==> src/rtl/mips_multicycle_controller_if.sv <==
// ---------------------------------------------------------------------------
// mips_multicycle_controller_if
//
// Bundle between the multicycle MIPS control FSM and its datapath.
//   master modport : the controller (samples opcode/mem_ready, drives controls)
//   slave  modport : the datapath side (drives opcode/mem_ready, reads controls)
//
// Signals:
//   opcode        instruction-register opcode, sampled in DECODE
//   mem_ready     memory access completes this cycle
//   pc_write      unconditional PC update
//   branch_eq     PC update if ALU zero
//   branch_ne     PC update if ALU not zero
//   i_or_d        0 = PC address, 1 = ALU-out address
//   mem_read      memory read strobe
//   mem_write     memory write strobe
//   ir_write      instruction-register load
//   reg_dst       1 = rd, 0 = rt
//   mem_to_reg    1 = memory data, 0 = ALU-out
//   reg_write     register-file write
//   alu_src_a     0 = PC, 1 = reg A
//   alu_src_b     00 reg B, 01 const 4, 10 sign-ext imm, 11 shifted imm
//   pc_src        00 ALU result, 01 ALU-out, 10 jump target
//   alu_op        00 ADD, 01 SUB, 10 FUNCT, 11 ERR
//   illegal_op    illegal opcode decoded
//   halted        FSM in HALT
//   instr_retired one-cycle pulse per completed instruction
//   instr_count   retired-instruction count
// ---------------------------------------------------------------------------
interface mips_multicycle_controller_if #(
    parameter int OPCODE_W = 6,
    parameter int COUNT_W  = 32
);
    logic [OPCODE_W-1:0] opcode;
    logic                mem_ready;
    logic                pc_write;
    logic                branch_eq;
    logic                branch_ne;
    logic                i_or_d;
    logic                mem_read;
    logic                mem_write;
    logic                ir_write;
    logic                reg_dst;
    logic                mem_to_reg;
    logic                reg_write;
    logic                alu_src_a;
    logic [1:0]          alu_src_b;
    logic [1:0]          pc_src;
    logic [1:0]          alu_op;
    logic                illegal_op;
    logic                halted;
    logic                instr_retired;
    logic [COUNT_W-1:0]  instr_count;

    modport master (
        input  opcode, mem_ready,
        output pc_write, branch_eq, branch_ne, i_or_d, mem_read, mem_write,
               ir_write, reg_dst, mem_to_reg, reg_write, alu_src_a, alu_src_b,
               pc_src, alu_op, illegal_op, halted, instr_retired, instr_count
    );

    modport slave (
        output opcode, mem_ready,
        input  pc_write, branch_eq, branch_ne, i_or_d, mem_read, mem_write,
               ir_write, reg_dst, mem_to_reg, reg_write, alu_src_a, alu_src_b,
               pc_src, alu_op, illegal_op, halted, instr_retired, instr_count
    );
endinterface

==> src/rtl/mips_multicycle_controller.sv <==
// ---------------------------------------------------------------------------
// mips_multicycle_controller
//
// Moore control FSM for a multicycle MIPS datapath. Each instruction walks
// FETCH -> DECODE -> class-specific execute/memory/writeback states, and the
// per-state control word is decoded from the state register. The only
// Mealy-style terms are the memory-completion strobes (ir_write/pc_write in
// FETCH, instr_retired in MEMWR), which are qualified by mem_ready.
//
// Ports:
//   i_clk    system clock
//   i_rst_n  asynchronous active-low reset
//   io_ctrl  controller side (master modport) of the control bundle:
//            opcode/mem_ready in, datapath controls + status/counter out
//
// Parameters:
//   OPCODE_W     opcode field width
//   MEM_WAIT_EN  1: memory states hold until mem_ready; 0: mem_ready ignored
//   BNE_EN       1: BNE is legal; 0: BNE decodes as illegal
//   ERR_HALT     1: illegal opcode parks in HALT; 0: returns to FETCH
//   COUNT_W      retired-instruction counter width (wraps)
// ---------------------------------------------------------------------------
module mips_multicycle_controller #(
    parameter int OPCODE_W    = 6,
    parameter int MEM_WAIT_EN = 1,
    parameter int BNE_EN      = 0,
    parameter int ERR_HALT    = 1,
    parameter int COUNT_W     = 32
) (
    input  logic                         i_clk,
    input  logic                         i_rst_n,
    mips_multicycle_controller_if.master io_ctrl
);

    localparam logic [OPCODE_W-1:0] OP_R    = OPCODE_W'(6'h00);
    localparam logic [OPCODE_W-1:0] OP_LW   = OPCODE_W'(6'h23);
    localparam logic [OPCODE_W-1:0] OP_SW   = OPCODE_W'(6'h2B);
    localparam logic [OPCODE_W-1:0] OP_BEQ  = OPCODE_W'(6'h04);
    localparam logic [OPCODE_W-1:0] OP_BNE  = OPCODE_W'(6'h05);
    localparam logic [OPCODE_W-1:0] OP_ADDI = OPCODE_W'(6'h08);
    localparam logic [OPCODE_W-1:0] OP_J    = OPCODE_W'(6'h02);

    localparam logic [1:0] ALU_ADD   = 2'b00;
    localparam logic [1:0] ALU_SUB   = 2'b01;
    localparam logic [1:0] ALU_FUNCT = 2'b10;
    localparam logic [1:0] ALU_ERR   = 2'b11;

    localparam logic [1:0] SRCB_REG   = 2'b00;
    localparam logic [1:0] SRCB_FOUR  = 2'b01;
    localparam logic [1:0] SRCB_IMM   = 2'b10;
    localparam logic [1:0] SRCB_SHIMM = 2'b11;

    localparam logic [1:0] PCSRC_ALU    = 2'b00;
    localparam logic [1:0] PCSRC_ALUOUT = 2'b01;
    localparam logic [1:0] PCSRC_JUMP   = 2'b10;

    typedef enum logic [3:0] {
        S_RST,
        S_FETCH,
        S_DECODE,
        S_MEMADR,
        S_MEMRD,
        S_MEMWB,
        S_MEMWR,
        S_EXECUTE,
        S_ALUWB,
        S_BRANCH,
        S_ADDIEX,
        S_ADDIWB,
        S_JUMP,
        S_ERR,
        S_HALT
    } state_t;

    state_t               r_state;
    state_t               w_state_next;
    logic                 r_is_sw;    // LW/SW choice for MEMADR
    logic                 r_is_bne;   // BEQ/BNE choice for BRANCH
    logic [COUNT_W-1:0]   r_instr_count;

    logic                 w_mem_ready;
    logic                 w_pc_write;
    logic                 w_branch_eq;
    logic                 w_branch_ne;
    logic                 w_i_or_d;
    logic                 w_mem_read;
    logic                 w_mem_write;
    logic                 w_ir_write;
    logic                 w_reg_dst;
    logic                 w_mem_to_reg;
    logic                 w_reg_write;
    logic                 w_alu_src_a;
    logic [1:0]           w_alu_src_b;
    logic [1:0]           w_pc_src;
    logic [1:0]           w_alu_op;
    logic                 w_illegal_op;
    logic                 w_halted;
    logic                 w_instr_retired;

    // With wait states disabled every memory access completes in one cycle.
    assign w_mem_ready = (MEM_WAIT_EN != 0) ? io_ctrl.mem_ready : 1'b1;

    // -----------------------------------------------------------------------
    // State, latched opcode class and retired-instruction counter
    // -----------------------------------------------------------------------
    always_ff @(posedge i_clk or negedge i_rst_n) begin
        if (!i_rst_n) begin
            r_state       <= S_RST;
            r_is_sw       <= 1'b0;
            r_is_bne      <= 1'b0;
            r_instr_count <= '0;
        end else begin
            r_state <= w_state_next;
            // The opcode is only guaranteed valid in DECODE, so later states
            // that need to tell LW/SW or BEQ/BNE apart use these flags.
            if (r_state == S_DECODE) begin
                r_is_sw  <= (io_ctrl.opcode == OP_SW);
                r_is_bne <= (io_ctrl.opcode == OP_BNE);
            end
            if (w_instr_retired) begin
                r_instr_count <= r_instr_count + COUNT_W'(1);
            end
        end
    end

    // -----------------------------------------------------------------------
    // Next state and per-state control word
    // -----------------------------------------------------------------------
    always_comb begin
        w_state_next    = r_state;
        w_pc_write      = 1'b0;
        w_branch_eq     = 1'b0;
        w_branch_ne     = 1'b0;
        w_i_or_d        = 1'b0;
        w_mem_read      = 1'b0;
        w_mem_write     = 1'b0;
        w_ir_write      = 1'b0;
        w_reg_dst       = 1'b0;
        w_mem_to_reg    = 1'b0;
        w_reg_write     = 1'b0;
        w_alu_src_a     = 1'b0;
        w_alu_src_b     = SRCB_REG;
        w_pc_src        = PCSRC_ALU;
        w_alu_op        = ALU_ADD;
        w_illegal_op    = 1'b0;
        w_halted        = 1'b0;
        w_instr_retired = 1'b0;

        case (r_state)
            S_RST: begin
                w_state_next = S_FETCH;
            end

            S_FETCH: begin
                // PC + 4 is computed every cycle; IR and PC only load when
                // the fetch read actually completes.
                w_mem_read  = 1'b1;
                w_alu_src_b = SRCB_FOUR;
                w_alu_op    = ALU_ADD;
                w_pc_src    = PCSRC_ALU;
                w_ir_write  = w_mem_ready;
                w_pc_write  = w_mem_ready;
                if (w_mem_ready) begin
                    w_state_next = S_DECODE;
                end
            end

            S_DECODE: begin
                // Branch target precomputed into ALU-out.
                w_alu_src_b = SRCB_SHIMM;
                w_alu_op    = ALU_ADD;
                if (io_ctrl.opcode == OP_R) begin
                    w_state_next = S_EXECUTE;
                end else if (io_ctrl.opcode == OP_LW || io_ctrl.opcode == OP_SW) begin
                    w_state_next = S_MEMADR;
                end else if (io_ctrl.opcode == OP_BEQ) begin
                    w_state_next = S_BRANCH;
                end else if (io_ctrl.opcode == OP_BNE && BNE_EN != 0) begin
                    w_state_next = S_BRANCH;
                end else if (io_ctrl.opcode == OP_ADDI) begin
                    w_state_next = S_ADDIEX;
                end else if (io_ctrl.opcode == OP_J) begin
                    w_state_next = S_JUMP;
                end else begin
                    w_state_next = S_ERR;
                end
            end

            S_MEMADR: begin
                w_alu_src_a  = 1'b1;
                w_alu_src_b  = SRCB_IMM;
                w_alu_op     = ALU_ADD;
                w_state_next = r_is_sw ? S_MEMWR : S_MEMRD;
            end

            S_MEMRD: begin
                w_i_or_d   = 1'b1;
                w_mem_read = 1'b1;
                if (w_mem_ready) begin
                    w_state_next = S_MEMWB;
                end
            end

            S_MEMWB: begin
                w_mem_to_reg    = 1'b1;
                w_reg_write     = 1'b1;
                w_instr_retired = 1'b1;
                w_state_next    = S_FETCH;
            end

            S_MEMWR: begin
                // A store retires in the cycle its write is accepted.
                w_i_or_d        = 1'b1;
                w_mem_write     = 1'b1;
                w_instr_retired = w_mem_ready;
                if (w_mem_ready) begin
                    w_state_next = S_FETCH;
                end
            end

            S_EXECUTE: begin
                w_alu_src_a  = 1'b1;
                w_alu_src_b  = SRCB_REG;
                w_alu_op     = ALU_FUNCT;
                w_state_next = S_ALUWB;
            end

            S_ALUWB: begin
                w_reg_dst       = 1'b1;
                w_reg_write     = 1'b1;
                w_instr_retired = 1'b1;
                w_state_next    = S_FETCH;
            end

            S_BRANCH: begin
                w_alu_src_a     = 1'b1;
                w_alu_src_b     = SRCB_REG;
                w_alu_op        = ALU_SUB;
                w_pc_src        = PCSRC_ALUOUT;
                w_branch_eq     = ~r_is_bne;
                w_branch_ne     = r_is_bne;
                w_instr_retired = 1'b1;
                w_state_next    = S_FETCH;
            end

            S_ADDIEX: begin
                w_alu_src_a  = 1'b1;
                w_alu_src_b  = SRCB_IMM;
                w_alu_op     = ALU_ADD;
                w_state_next = S_ADDIWB;
            end

            S_ADDIWB: begin
                w_reg_write     = 1'b1;
                w_instr_retired = 1'b1;
                w_state_next    = S_FETCH;
            end

            S_JUMP: begin
                w_pc_src        = PCSRC_JUMP;
                w_pc_write      = 1'b1;
                w_instr_retired = 1'b1;
                w_state_next    = S_FETCH;
            end

            S_ERR: begin
                w_illegal_op = 1'b1;
                w_alu_op     = ALU_ERR;
                w_state_next = (ERR_HALT != 0) ? S_HALT : S_FETCH;
            end

            S_HALT: begin
                // Parked until reset; no strobes, status only.
                w_illegal_op = 1'b1;
                w_halted     = 1'b1;
                w_state_next = S_HALT;
            end

            default: begin
                w_state_next = S_RST;
            end
        endcase
    end

    // -----------------------------------------------------------------------
    // Drive the bundle
    // -----------------------------------------------------------------------
    assign io_ctrl.pc_write      = w_pc_write;
    assign io_ctrl.branch_eq     = w_branch_eq;
    assign io_ctrl.branch_ne     = w_branch_ne;
    assign io_ctrl.i_or_d        = w_i_or_d;
    assign io_ctrl.mem_read      = w_mem_read;
    assign io_ctrl.mem_write     = w_mem_write;
    assign io_ctrl.ir_write      = w_ir_write;
    assign io_ctrl.reg_dst       = w_reg_dst;
    assign io_ctrl.mem_to_reg    = w_mem_to_reg;
    assign io_ctrl.reg_write     = w_reg_write;
    assign io_ctrl.alu_src_a     = w_alu_src_a;
    assign io_ctrl.alu_src_b     = w_alu_src_b;
    assign io_ctrl.pc_src        = w_pc_src;
    assign io_ctrl.alu_op        = w_alu_op;
    assign io_ctrl.illegal_op    = w_illegal_op;
    assign io_ctrl.halted        = w_halted;
    assign io_ctrl.instr_retired = w_instr_retired;
    assign io_ctrl.instr_count   = r_instr_count;

endmodule

==> src/flat_wrapper.sv <==
// flat-port wrapper written by rule: the top's interface ports become plain ports
module mips_multicycle_controller_flat 
#(
    parameter int OPCODE_W    = 6,
    parameter int MEM_WAIT_EN = 1,
    parameter int BNE_EN      = 0,
    parameter int ERR_HALT    = 1,
    parameter int COUNT_W     = 32
)
  (i_clk, i_rst_n, io_ctrl_opcode, io_ctrl_mem_ready, io_ctrl_pc_write, io_ctrl_branch_eq, io_ctrl_branch_ne, io_ctrl_i_or_d, io_ctrl_mem_read, io_ctrl_mem_write, io_ctrl_ir_write, io_ctrl_reg_dst, io_ctrl_mem_to_reg, io_ctrl_reg_write, io_ctrl_alu_src_a, io_ctrl_alu_src_b, io_ctrl_pc_src, io_ctrl_alu_op, io_ctrl_illegal_op, io_ctrl_halted, io_ctrl_instr_retired, io_ctrl_instr_count);
  mips_multicycle_controller_if #(.OPCODE_W(OPCODE_W), .COUNT_W(COUNT_W)) io_ctrl_i ();
  input  logic i_clk;
  input  logic i_rst_n;
  input wire logic [$bits(io_ctrl_i.opcode)-1:0] io_ctrl_opcode;
  input wire logic [$bits(io_ctrl_i.mem_ready)-1:0] io_ctrl_mem_ready;
  output wire logic [$bits(io_ctrl_i.pc_write)-1:0] io_ctrl_pc_write;
  output wire logic [$bits(io_ctrl_i.branch_eq)-1:0] io_ctrl_branch_eq;
  output wire logic [$bits(io_ctrl_i.branch_ne)-1:0] io_ctrl_branch_ne;
  output wire logic [$bits(io_ctrl_i.i_or_d)-1:0] io_ctrl_i_or_d;
  output wire logic [$bits(io_ctrl_i.mem_read)-1:0] io_ctrl_mem_read;
  output wire logic [$bits(io_ctrl_i.mem_write)-1:0] io_ctrl_mem_write;
  output wire logic [$bits(io_ctrl_i.ir_write)-1:0] io_ctrl_ir_write;
  output wire logic [$bits(io_ctrl_i.reg_dst)-1:0] io_ctrl_reg_dst;
  output wire logic [$bits(io_ctrl_i.mem_to_reg)-1:0] io_ctrl_mem_to_reg;
  output wire logic [$bits(io_ctrl_i.reg_write)-1:0] io_ctrl_reg_write;
  output wire logic [$bits(io_ctrl_i.alu_src_a)-1:0] io_ctrl_alu_src_a;
  output wire logic [$bits(io_ctrl_i.alu_src_b)-1:0] io_ctrl_alu_src_b;
  output wire logic [$bits(io_ctrl_i.pc_src)-1:0] io_ctrl_pc_src;
  output wire logic [$bits(io_ctrl_i.alu_op)-1:0] io_ctrl_alu_op;
  output wire logic [$bits(io_ctrl_i.illegal_op)-1:0] io_ctrl_illegal_op;
  output wire logic [$bits(io_ctrl_i.halted)-1:0] io_ctrl_halted;
  output wire logic [$bits(io_ctrl_i.instr_retired)-1:0] io_ctrl_instr_retired;
  output wire logic [$bits(io_ctrl_i.instr_count)-1:0] io_ctrl_instr_count;
  assign io_ctrl_i.opcode = io_ctrl_opcode;
  assign io_ctrl_i.mem_ready = io_ctrl_mem_ready;
  assign io_ctrl_pc_write = io_ctrl_i.pc_write;
  assign io_ctrl_branch_eq = io_ctrl_i.branch_eq;
  assign io_ctrl_branch_ne = io_ctrl_i.branch_ne;
  assign io_ctrl_i_or_d = io_ctrl_i.i_or_d;
  assign io_ctrl_mem_read = io_ctrl_i.mem_read;
  assign io_ctrl_mem_write = io_ctrl_i.mem_write;
  assign io_ctrl_ir_write = io_ctrl_i.ir_write;
  assign io_ctrl_reg_dst = io_ctrl_i.reg_dst;
  assign io_ctrl_mem_to_reg = io_ctrl_i.mem_to_reg;
  assign io_ctrl_reg_write = io_ctrl_i.reg_write;
  assign io_ctrl_alu_src_a = io_ctrl_i.alu_src_a;
  assign io_ctrl_alu_src_b = io_ctrl_i.alu_src_b;
  assign io_ctrl_pc_src = io_ctrl_i.pc_src;
  assign io_ctrl_alu_op = io_ctrl_i.alu_op;
  assign io_ctrl_illegal_op = io_ctrl_i.illegal_op;
  assign io_ctrl_halted = io_ctrl_i.halted;
  assign io_ctrl_instr_retired = io_ctrl_i.instr_retired;
  assign io_ctrl_instr_count = io_ctrl_i.instr_count;
  mips_multicycle_controller #(.OPCODE_W(OPCODE_W), .MEM_WAIT_EN(MEM_WAIT_EN), .BNE_EN(BNE_EN), .ERR_HALT(ERR_HALT), .COUNT_W(COUNT_W)) u_core (.i_clk(i_clk), .i_rst_n(i_rst_n), .io_ctrl(io_ctrl_i));
endmodule
==> config.mk <==
export PLATFORM = sky130hd
export DESIGN_NAME = mips_multicycle_controller_flat
export DESIGN_NICKNAME = d
export VERILOG_FILES = /design/src/rtl/mips_multicycle_controller_if.sv /design/src/rtl/mips_multicycle_controller.sv /design/src/flat_wrapper.sv
export SDC_FILE = /design/constraint.sdc
export NUM_CORES = 1
export LEC_CHECK = 0
export ABC_AREA = 0
export ABC_CLOCK_PERIOD_IN_PS = 5650
export BUFFER_PORTS_ARGS = -buffer_cell sky130_fd_sc_hd__buf_2
export CORE_UTILIZATION = 56
export DETAILED_ROUTE_END_ITERATION = 16
export HOLD_SLACK_MARGIN = 0.15
export PLACE_DENSITY = 0.85
export REMOVE_ABC_BUFFERS = 1
export SETUP_SLACK_MARGIN = 0.2
export SYNTH_ARGS = -nofsm -noshare
export SYNTH_HDL_FRONTEND = slang
export SYNTH_SLANG_ARGS = --single-unit
==> constraint.sdc <==
create_clock -name i_clk -period 5.65 [get_ports i_clk]
set_clock_uncertainty 0.1 [all_clocks]
set_input_delay 0.8475 -clock i_clk [delete_from_list [all_inputs] [get_ports i_clk]]
set_output_delay 0.8475 -clock i_clk [all_outputs]
set_load 0.01 [all_outputs]
==> metrics.md, run 1 <==
| Metric | Value |
|---|---|
| Outcome | `complete, no violations` |
| Violation count after the first detailed-route iteration | `85` |
| Yosys Warn Count | `0` |
| Final period util | `0.5573` |
| Chip height | `64.12 um` |
| Final Hold Viols | `0` |
| Avg Inst Size Synth | `9.234 um2` |
| CP Launch Type | `register` |
| Clock tree from TritonCTS | `done` |
| Commonest non-fill, non-tap cells in the layout | `60 x buf_2, 38 x dfrtp_1, 24 x nand2_1` |
| Number of synthesized flops with an enable pin | `0` |
| Worst min-delay path class | `reg2reg` |
| Fraction of registers with async set or reset after synthesis | `1.000` |
| Post-cts resize count | `0` |
| CTS hold repair buffers | `0` |
| Non-filler cells, final | `341` |
| Setup Total Neg Slack | `0 ps` |
| Worst hold path startpoint | `u_core.io_ctrl.instr_count[25]` |
| Standard cell with the maximum stage delay on the critical path | `dfrtp_1` |
| Synth area leaders | `dfrtp_1 44%, xnor2_1 7.7%, xor2_1 6.1%` |
| Dominant register cell in the synthesized netlist | `dfrtp_1` |
| Crit-path cells | `and2b_2, a32o_2, nor2_4, inv_1, buf_2` |
| Max Slew Vio Count | `0` |
| Synth top area share | `0.4401` |
| Total DRC errors in the routed layout | `0` |
| Number of antenna violations at the first check in global routing | `0` |
| Startpoint of the most critical register-to-register path | `u_core.r_state[0]` |
| Number of detailed-route iterations in the first pass | `4` |
| Max Clk Rate | `317.6 MHz` |
| Critical path startpoint | `u_core.r_state[0]` |
| Number of nets at the end of the flow | `302` |
| Total global routing overflow | `0` |
| Total power of the final layout | `1.043 mW` |
| Core Footprint | `3689 um2` |
| Lkg Pwr | `1.338 nW` |
| Number of buffers inserted during clock tree synthesis | `5` |
| Worst skew pair latency | `290 ps` |
| Type of element capturing the critical path | `primary output` |
| WP data arrival | `2200 ps` |
| Part of the Yosys area used for sequential elements | `0.4401` |
| Worst-case clock buffer depth | `2` |
| Critical Setup Path Class | `reg2out` |
| Power per cell area | `398.0 nW/um2` |
| Gr usage total | `0.2476` |
| Worst max-slew margin expressed relative to the limit | `0.4558` |
| Number of global-route vias before repair | `1738` |
| Flop and latch count out of synthesis | `38` |
| Count of final setup violators | `0` |
| Number of setup buffers added after CTS | `0` |
| Max IR drop VDD | `0.0003691 V` |
| Overall die area | `4111 um2` |
| Smallest setup slack after layout | `2501 ps` |
| Post-synth top area cell | `dfrtp_1` |
| Drt total wl | `4.711 mm` |
| Standard-cell row count | `22` |
| Clock slew at reported path FFs | `70 ps` |
| Unrepaired setup endpoints after global routing | `no` |
| Dpl ws | `2850 ps` |
| Via density per instance | `5.595` |
| Count of antenna-violating nets left after detailed routing | `0` |
| Post-Syn Instances | `234` |
| Total via count in the routed design | `1908` |
| Port Buffers | `60` |
| Utilization after layout | `0.7107` |
| Pin count of the biggest net entering global routing | `39` |
| Initial core utilization | `0.5858` |
| Half-perimeter wire length of the detailed placement result | `3.388 mm` |
| Crit path max fanout | `27` |
| Global-route wire length before repair | `7.797 mm` |
| Final weighted congestion in routability-driven placement | `0.8790` |
| Maximum level of the CTS H-tree | `2` |
| IO Pins | `61` |
| Max Cap Viol | `0` |
| Antenna fix cells | `0` |
| Transition time of the tightest slew-check pin | `816.4 ps` |
| Final period demand of the worst path | `3149 ps` |
| Clk Tree Root Cell | `clkbuf_8` |
| Instance count after placement with tap cells included | `333` |
| Netlist area before placement | `2161 um2` |
| Required time of the critical path | `4700 ps` |
| Layout cell share with drive strength beyond 1 | `0.2833` |
| WL/cell | `13.82 um` |
| Biggest cell delay along the critical path | `830 ps` |
| Distinct cell type count after synthesis | `51` |
| Number of sinks driven by the clock tree | `38` |
| Most common cell after layout, fill and taps aside | `buf_2` |
| Layout Area Growth over Synthesis | `21.31%` |
| Die W | `64.12 um` |
Yosys cell counts, types with 2 or more instances:
| cell type | n |
|---|---|
| and3_2 | 2 |
| xnor2_1 | 19 |
| o31ai_1 | 2 |
| a21oi_2 | 2 |
| clkbuf_1 | 4 |
| and2b_1 | 2 |
| and3_1 | 6 |
| or3_1 | 2 |
| nor4b_1 | 2 |
| xor2_1 | 15 |
| nor3_1 | 13 |
| nand4_1 | 7 |
| nand2b_1 | 3 |
| inv_1 | 8 |
| dfrtp_1 | 38 |
| o21ai_0 | 9 |
| buf_1 | 2 |
| a21oi_1 | 9 |
| nand2_1 | 24 |
| a31oi_1 | 2 |
| nor2_1 | 18 |
| or4_1 | 2 |
| buf_2 | 3 |
| nand3_1 | 13 |
worst paths after layout:
kind                                             endpoint  slack [ps]  depth (start not counted)
min reg2reg                u_core.io_ctrl.instr_count[25]         380                          1
min in group asynchronous  u_core.io_ctrl.instr_count[31]         540                          1
max in group asynchronous               u_core.r_state[3]        4380                          1
max reg2reg                u_core.io_ctrl.instr_count[26]        3260                          5
max                                 io_ctrl_instr_retired        2500                          5
min                        u_core.io_ctrl.instr_count[25]         380                          1
routing by layer:
| layer | GRT usage | vias up | wire (um) |
|---|---|---|---|
| met5 | 0 | - | 0 |
| met4 | 0.09167 | 0 | 63 |
| met3 | 0.05536 | 6 | 188 |
| met2 | 0.3816 | 43 | 2189 |
| met1 | 0.3423 | 923 | 2270 |
| li1 | - | 936 | - |
logic make-up (layout without fill, tap and decap cells):
kind of cell               Yosys count  after routing  share of synthesized area
muxes                                1              1                   0.005211
buffers and inverters               17             76                    0.03127
xor gates and xnor gates            35             35                     0.1453
AOI/OAI and AO/OA                   36             36                     0.1077
DFF                                 38             38                     0.4401
and+or+nand+nor                    106            106                     0.2646
adders and majority gates            1              1                   0.005789
final cells by class:
cell class,instances,area (um2)
multi-input cells,179,1142
fillers,296,1067
flip-flops and latches,38,950.9
repair buffers,60,300.3
clock buffers,5,68.82
clock inverters,3,68.82
well taps,48,60.06
inverters,8,30.03
stage by stage:
step / cell area (um2) / hold slack, ps
2_1_floorplan: 2123 / 349.7
3_3_place_gp: 2484 / 351.2
3_5_place_dp: 2484 / 376.0
4_1_cts: 2621 / 386.0
5_1_grt: 2621 / 408.9
6_report: 2621 / 381.5
where the power goes:
group	internal (mW)	switching [mW]
Sequential	0.309	0.0893
Clock	0.177	0.0961
Combinational	0.161	0.212
flip-flops by register name (all words and copies together), names as in the netlist:
register                    cells
u_core.io_ctrl.instr_count     32
u_core.r_state                  4
u_core.r_is_bne                 1
u_core.r_is_sw                  1
critical path, delay by kind of cell, from the launching register on:
kind	cells	cell delay, ps
flip-flops	1	830
AND/OR/NAND/NOR	2	560
AO/OA/AOI/OAI	1	320
buffers and inverters	2	200
Note: power is estimated with default switching activity, not from simulation.
==> run 2, diff against run 1 <==
--- a/config.mk
+++ b/config.mk
@@ -6,12 +6,12 @@
 export NUM_CORES = 1
 export LEC_CHECK = 0
 export ABC_AREA = 0
-export ABC_CLOCK_PERIOD_IN_PS = 5650
+export ABC_CLOCK_PERIOD_IN_PS = 3100
 export BUFFER_PORTS_ARGS = -buffer_cell sky130_fd_sc_hd__buf_2
-export CORE_UTILIZATION = 56
+export CORE_UTILIZATION = 52
 export DETAILED_ROUTE_END_ITERATION = 16
 export HOLD_SLACK_MARGIN = 0.15
-export PLACE_DENSITY = 0.85
+export PLACE_DENSITY = 0.8
 export REMOVE_ABC_BUFFERS = 1
 export SETUP_SLACK_MARGIN = 0.2
 export SYNTH_ARGS = -nofsm -noshare
==> constraint.sdc (replaced) <==
create_clock -name i_clk -period 3.1 [get_ports i_clk]
set_clock_uncertainty 0.1 [all_clocks]
set_input_delay 0.465 -clock i_clk [delete_from_list [all_inputs] [get_ports i_clk]]
set_output_delay 0.465 -clock i_clk [all_outputs]
set_load 0.01 [all_outputs]
==> run 2 against run 1 <==
  * Clock power grew 29%
  * Flip-flop and latch count did not move
  * Sequential power rose by 74%
  * Worst setup slack lost 1900 ps
  * Critical path depth unchanged
  * Utilization fell by 6.3 points
  * Critical path type unchanged
  * Critical endpoint unchanged
  * Largest power group is now combinational cells
==> metrics.md, run 2 (synthesis gave the netlist of run 1 again) <==
| Metric | Value |
|---|---|
| Violation count after the first detailed-route iteration | `141` |
| Pin count of the biggest net entering global routing | `39` |
| Chip height | `66.46 um` |
| IO Pins | `61` |
| Clk Tree Root Cell | `clkbuf_8` |
| Max Slew Vio Count | `0` |
| Antenna fix cells | `0` |
| Number of antenna violations at the first check in global routing | `0` |
| Clock tree from TritonCTS | `done` |
| Maximum level of the CTS H-tree | `2` |
| Setup Total Neg Slack | `0 ps` |
| Commonest non-fill, non-tap cells in the layout | `60 x buf_2, 38 x dfrtp_1, 24 x nand2_1` |
| Max IR drop VDD | `0.0005630 V` |
| Final Hold Viols | `0` |
| Dpl ws | `894.6 ps` |
| Initial core utilization | `0.5402` |
| Total global routing overflow | `0` |
| Number of buffers inserted during clock tree synthesis | `5` |
| Standard-cell row count | `23` |
| R2r endpoint | `u_core.io_ctrl.instr_count[20]` |
| Count of antenna-violating nets left after detailed routing | `0` |
| Global-route wire length before repair | `7.631 mm` |
| Overall die area | `4417 um2` |
| Number of nets at the end of the flow | `303` |
| CP Launch Type | `register` |
| CTS hold repair buffers | `0` |
| Number of global-route vias before repair | `1600` |
| Number of detailed-route iterations in the first pass | `4` |
| Crit path max fanout | `16` |
| Gr usage total | `0.2301` |
| Clock slew at reported path FFs | `80 ps` |
| Most common cell after layout, fill and taps aside | `buf_2` |
| Non-filler cells, final | `344` |
| Final period util | `0.8148` |
| Worst min-delay path class | `in2async` |
| Worst-case clock buffer depth | `2` |
| Number of setup buffers added after CTS | `0` |
| Drt total wl | `4.689 mm` |
| WP data arrival | `1960 ps` |
| Max Cap Viol | `0` |
| Startpoint of the most critical register-to-register path | `u_core.io_ctrl.instr_count[0]` |
| Count of final setup violators | `0` |
| Power per cell area | `678.5 nW/um2` |
| Reg-to-reg slack, setup | `860 ps` |
| Worst max-slew margin expressed relative to the limit | `0.4541` |
| Core Footprint | `4000 um2` |
| Final period demand of the worst path | `2526 ps` |
| Unrepaired setup endpoints after global routing | `no` |
| Worst skew pair latency | `290 ps` |
| Worst slack on hold paths | `154.6 ps` |
| Outcome | `complete, no violations` |
| Layout cell share with drive strength beyond 1 | `0.2857` |
| Post-cts resize count | `0` |
| Instance count after placement with tap cells included | `336` |
| Lkg Pwr | `1.322 nW` |
| Max Clk Rate | `395.9 MHz` |
| Port Buffers | `60` |
| Die W | `66.46 um` |
| Smallest setup slack after layout | `574.0 ps` |
| Type of element capturing the critical path | `primary output` |
| Via density per instance | `5.532` |
| Register-to-Register Path Depth | `6` |
| Final weighted congestion in routability-driven placement | `0.8254` |
| Half-perimeter wire length of the detailed placement result | `3.353 mm` |
| Total DRC errors in the routed layout | `0` |
| Total via count in the routed design | `1903` |
| Flip-flop count of the largest register after layout | `32` |
| Transition time of the tightest slew-check pin | `818.9 ps` |
| Number of sinks driven by the clock tree | `38` |
| Required time of the critical path | `2530 ps` |
| Layout Area Growth over Synthesis | `19.80%` |
| WL/cell | `13.63 um` |
| Critical Setup Path Class | `reg2out` |
## run 2: cell count changes in the layout (fill, tap and decap cells not counted)
cell        delta
buf_4          +1
bufinv_16      -2
clkbuf_8       +1
clkinv_2       +1
clkinv_4       -1
clkinvlp_4     +1
## run 2: layout make-up
| type | instances | area [um2] |
|---|---|---|
| fillers | 350 | 1411 |
| multi-input cells | 179 | 1142 |
| flip-flops and latches | 38 | 950.9 |
| repair buffers | 61 | 307.8 |
| clock buffers | 6 | 82.58 |
| well taps | 50 | 62.56 |
| inverters | 8 | 30.03 |
| clock inverters | 2 | 12.51 |
## run 2: stage by stage
stage	total power [mW]	area [um2]	util
2_1_floorplan	1.161	2123	-
3_3_place_gp	1.400	2494	0.6234
3_5_place_dp	1.410	2494	0.6234
4_1_cts	1.761	2589	0.6472
5_1_grt	1.884	2589	0.6472
6_report	1.756	2589	0.6472
## run 2: per-layer routing
| layer | wire (um) | global-route usage | vias to the layer above | share of wire |
|---|---|---|---|---|
| li1 | - | - | 944 | - |
| met1 | 2305 | 0.3392 | 909 | 0.49 |
| met2 | 2158 | 0.3380 | 43 | 0.46 |
| met3 | 180 | 0.06678 | 7 | 0.038 |
| met4 | 44 | 0.03989 | 0 | 0.0094 |
| met5 | 0 | 0 | - | 0 |
## run 2: worst max path at each step
stage / from / to / slack, ps / cells past startpoint
floorplan: u_core.io_ctrl.instr_count[0] / u_core.io_ctrl.instr_count[26] / 940 / 5
global placement: u_core.r_state[1] / u_core.io_ctrl.instr_count[10] / 900 / 5
detailed placement: u_core.r_state[1] / u_core.io_ctrl.instr_count[26] / 890 / 5
CTS: u_core.r_state[3] / io_ctrl_instr_retired / 580 / 5
global route: u_core.r_state[3] / io_ctrl_instr_retired / 460 / 5
finish: u_core.r_state[3] / io_ctrl_instr_retired / 570 / 5
## run 2: power by group
group / internal, mW / total [mW] / switching, mW
clock: 0.179 / 0.353 / 0.174
sequential: 0.564 / 0.694 / 0.131
combinational: 0.300 / 0.709 / 0.410
## run 2: critical path: stages, from the launching register on
cell,delay [ps]
dfrtp_1,620
and2b_1,290
a32o_2,330
nor2_4,230
inv_1,60
buf_2,130
==> run 3, diff against run 2 <==
--- a/config.mk
+++ b/config.mk
@@ -6,12 +6,12 @@
 export NUM_CORES = 1
 export LEC_CHECK = 0
 export ABC_AREA = 0
-export ABC_CLOCK_PERIOD_IN_PS = 3100
+export ABC_CLOCK_PERIOD_IN_PS = 2200
 export BUFFER_PORTS_ARGS = -buffer_cell sky130_fd_sc_hd__buf_2
-export CORE_UTILIZATION = 52
+export CORE_UTILIZATION = 47
 export DETAILED_ROUTE_END_ITERATION = 16
 export HOLD_SLACK_MARGIN = 0.15
-export PLACE_DENSITY = 0.8
+export PLACE_DENSITY = 0.76
 export REMOVE_ABC_BUFFERS = 1
 export SETUP_SLACK_MARGIN = 0.2
 export SYNTH_ARGS = -nofsm -noshare
==> constraint.sdc (replaced) <==
create_clock -name i_clk -period 2.2 [get_ports i_clk]
set_clock_uncertainty 0.1 [all_clocks]
set_input_delay 0.33 -clock i_clk [delete_from_list [all_inputs] [get_ports i_clk]]
set_output_delay 0.33 -clock i_clk [all_outputs]
set_load 0.01 [all_outputs]
==> run 3 against run 2 <==
  * Flip-flop and latch count unchanged
  * Critical path type unchanged
  * Final cell count increased by 9.6%
  * Global-route usage increased by 0.76 points
  * Non-clock buffer count increased by 31
==> metrics.md, run 3 (synthesis gave the netlist of run 1 again) <==
| Metric | Value |
|---|---|
| Hold Path Cell Cnt | `3` |
| Max Cap Viol | `0` |
| Critical Setup Path Class | `reg2out` |
| Number of buffers inserted during clock tree synthesis | `5` |
| Maximum level of the CTS H-tree | `2` |
| Type of element capturing the critical path | `primary output` |
| Reg-to-reg slack, setup | `170 ps` |
| Sequential Power Share | `0.306` |
| Number of sinks driven by the clock tree | `38` |
| Worst min-delay path class | `in2reg` |
| Most repeated library cell on the critical path | `buf_6` |
| Violation count after the first detailed-route iteration | `144` |
| Placed cell areas | `2609 um2` |
| Non-filler cells, final | `377` |
| Die W | `69.81 um` |
| Antenna fix cells | `0` |
| Final weighted congestion in routability-driven placement | `0.9259` |
| Pin count of the biggest net entering global routing | `24` |
| Number of global-route vias before repair | `1943` |
| Internal power consumption | `1.748 mW` |
| Total via count in the routed design | `2061` |
| Cell area after layout | `2903 um2` |
| Half-perimeter wire length of the detailed placement result | `3.798 mm` |
| Worst max-slew margin expressed relative to the limit | `0.6924` |
| Unrepaired setup endpoints after global routing | `yes` |
| Worst skew pair latency | `290 ps` |
| Port Buffers | `60` |
| Gr usage total | `0.2377` |
| Crit-path cells | `and2b_2, a32o_2, nor2_4, buf_6, inv_2, buf_6` |
| Layout Area Growth over Synthesis | `34.34%` |
| Crit path max fanout | `5` |
| Portion of total power attributed to the clock network | `0.173` |
| Clk Tree Root Cell | `clkbuf_8` |
| Flip-flop count of the largest register after layout | `32` |
| Buffering stage count on the worst path with inverters included | `3` |
| Global-route wire length before repair | `9.266 mm` |
| Number of antenna violations at the first check in global routing | `0` |
| Via density per instance | `5.467` |
| Worst hold path startpoint | `io_ctrl_opcode[3]` |
| Transition time of the tightest slew-check pin | `461.4 ps` |
| Layout cell share with drive strength beyond 1 | `0.3908` |
| Most common cell after layout, fill and taps aside | `buf_2` |
| Power dissipated by switching net loads | `1.156 mW` |
| Total global routing overflow | `0` |
| WP data arrival | `1630 ps` |
| Overall die area | `4873 um2` |
| Core Footprint | `4384 um2` |
| Startpoint of the most critical register-to-register path | `u_core.r_state[3]` |
| Commonest non-fill, non-tap cells in the layout | `59 x buf_2, 37 x dfrtp_1, 27 x buf_4` |
| Final Hold Viols | `0` |
| Number of nets at the end of the flow | `334` |
| Drt total wl | `5.588 mm` |
| Standard-cell row count | `24` |
| Final period demand of the worst path | `2064 ps` |
| Standard cell with the maximum stage delay on the critical path | `dfrtp_1` |
| Worst-case clock buffer depth | `2` |
| Lkg Pwr | `1.495 nW` |
| Hold EP | `u_core.r_is_sw` |
| Number of fill cells in the layout | `366` |
| Register-to-Register Path Depth | `6` |
| Power per cell area | `1000 nW/um2` |
| Number of detailed-route iterations in the first pass | `4` |
| Count of antenna-violating nets left after detailed routing | `0` |
| Outcome | `complete, no violations` |
| Initial core utilization | `0.4929` |
| Required time of the critical path | `1770 ps` |
| Worst slack on hold paths | `232.3 ps` |
| Final period util | `0.9384` |
| Count of final setup violators | `0` |
| Total DRC errors in the routed layout | `0` |
| Biggest cell delay along the critical path | `430 ps` |
| Utilization after layout | `0.6621` |
| Part of the total power dissipated in combinational logic | `0.520` |
| Max Clk Rate | `484.4 MHz` |
| R2r endpoint | `u_core.io_ctrl.instr_count[26]` |
| Max IR drop VDD | `0.0005988 V` |
| WL/cell | `14.82 um` |
| Clock slew at reported path FFs | `80 ps` |
| Setup Total Neg Slack | `0 ps` |
| Clock tree from TritonCTS | `done` |
| Chip height | `69.81 um` |
| IO Pins | `61` |
| Switching share of power | `0.3981` |
| Top cell family by delay on the critical path | `flip-flops` |
| Max Slew Vio Count | `0` |
| Instance count after placement with tap cells included | `353` |
| CP Launch Type | `register` |
[run 3: cell count changes in the layout (fill, tap and decap cells not counted), sizes merged]
cell / before / now
buf: 61 / 91
dlygate4sd3: 0 / 1
[run 3: timing repair]
item | in CTS | in global routing
hold buffers | 1 | 0
resized for setup | 8 | 15
hold endpoints to repair | 19 | 0
endpoints found under the setup margin | 5 | 20
buffers inserted | 11 | 4
pin swaps | 4 | 7
[run 3: layout make-up]
type	instances	area, um2	area share
Tap cell	52	65.06	0.02241
Clock buffer	6	82.58	0.02845
Timing Repair Buffer	92	568.0	0.1957
Multi-Input combinational cell	179	1192	0.4108
Sequential cell	38	952.2	0.3280
Inverter	8	30.03	0.01034
Clock inverter	2	12.51	0.004310
[run 3: worst max-delay path by stage]
stage,from,endpoint,cells after the start
floorplan,u_core.io_ctrl.instr_count[0],u_core.io_ctrl.instr_count[26],5
global placement,u_core.io_ctrl.instr_count[1],u_core.io_ctrl.instr_count[26],5
detailed placement,u_core.io_ctrl.instr_count[1],u_core.io_ctrl.instr_count[26],5
CTS,u_core.r_state[0],io_ctrl_instr_retired,6
global route,u_core.r_state[3],io_ctrl_instr_retired,6
finish,u_core.r_state[2],io_ctrl_instr_retired,6
[run 3: power by group through the flow]
stage          sequential, mW  clock [mW]  combinational (mW)
3_5_place_dp            0.903           0                1.21
2_1_floorplan           0.995           0               0.641
4_1_cts                 0.879       0.510                1.40
5_1_grt                 0.900       0.541                1.66
3_3_place_gp            0.892           0                1.19
6_report                0.890       0.503                1.51
[run 3: per-stage QoR]
stage / power (mW) / setup WS [ps]
2_1_floorplan: 1.637 / 43.64
3_3_place_gp: 2.081 / 154.2
3_5_place_dp: 2.113 / 114.2
4_1_cts: 2.785 / 191.6
5_1_grt: 3.099 / 95.39
6_report: 2.903 / 135.5
[run 3: layer usage]
| metal | vias up | wire length (um) | GRT usage |
|---|---|---|---|
| li1 | 1009 | - | - |
| met2 | 59 | 2805 | 0.3825 |
| met5 | - | 0 | 0 |
| met1 | 989 | 2526 | 0.3248 |
| met3 | 4 | 223 | 0.04506 |
| met4 | 0 | 33 | 0.07556 |
[run 3: tightest hold or removal path, stage by stage]
cell and delay [ps]:
buf_2 130, nand2_1 60, o21ai_0 60
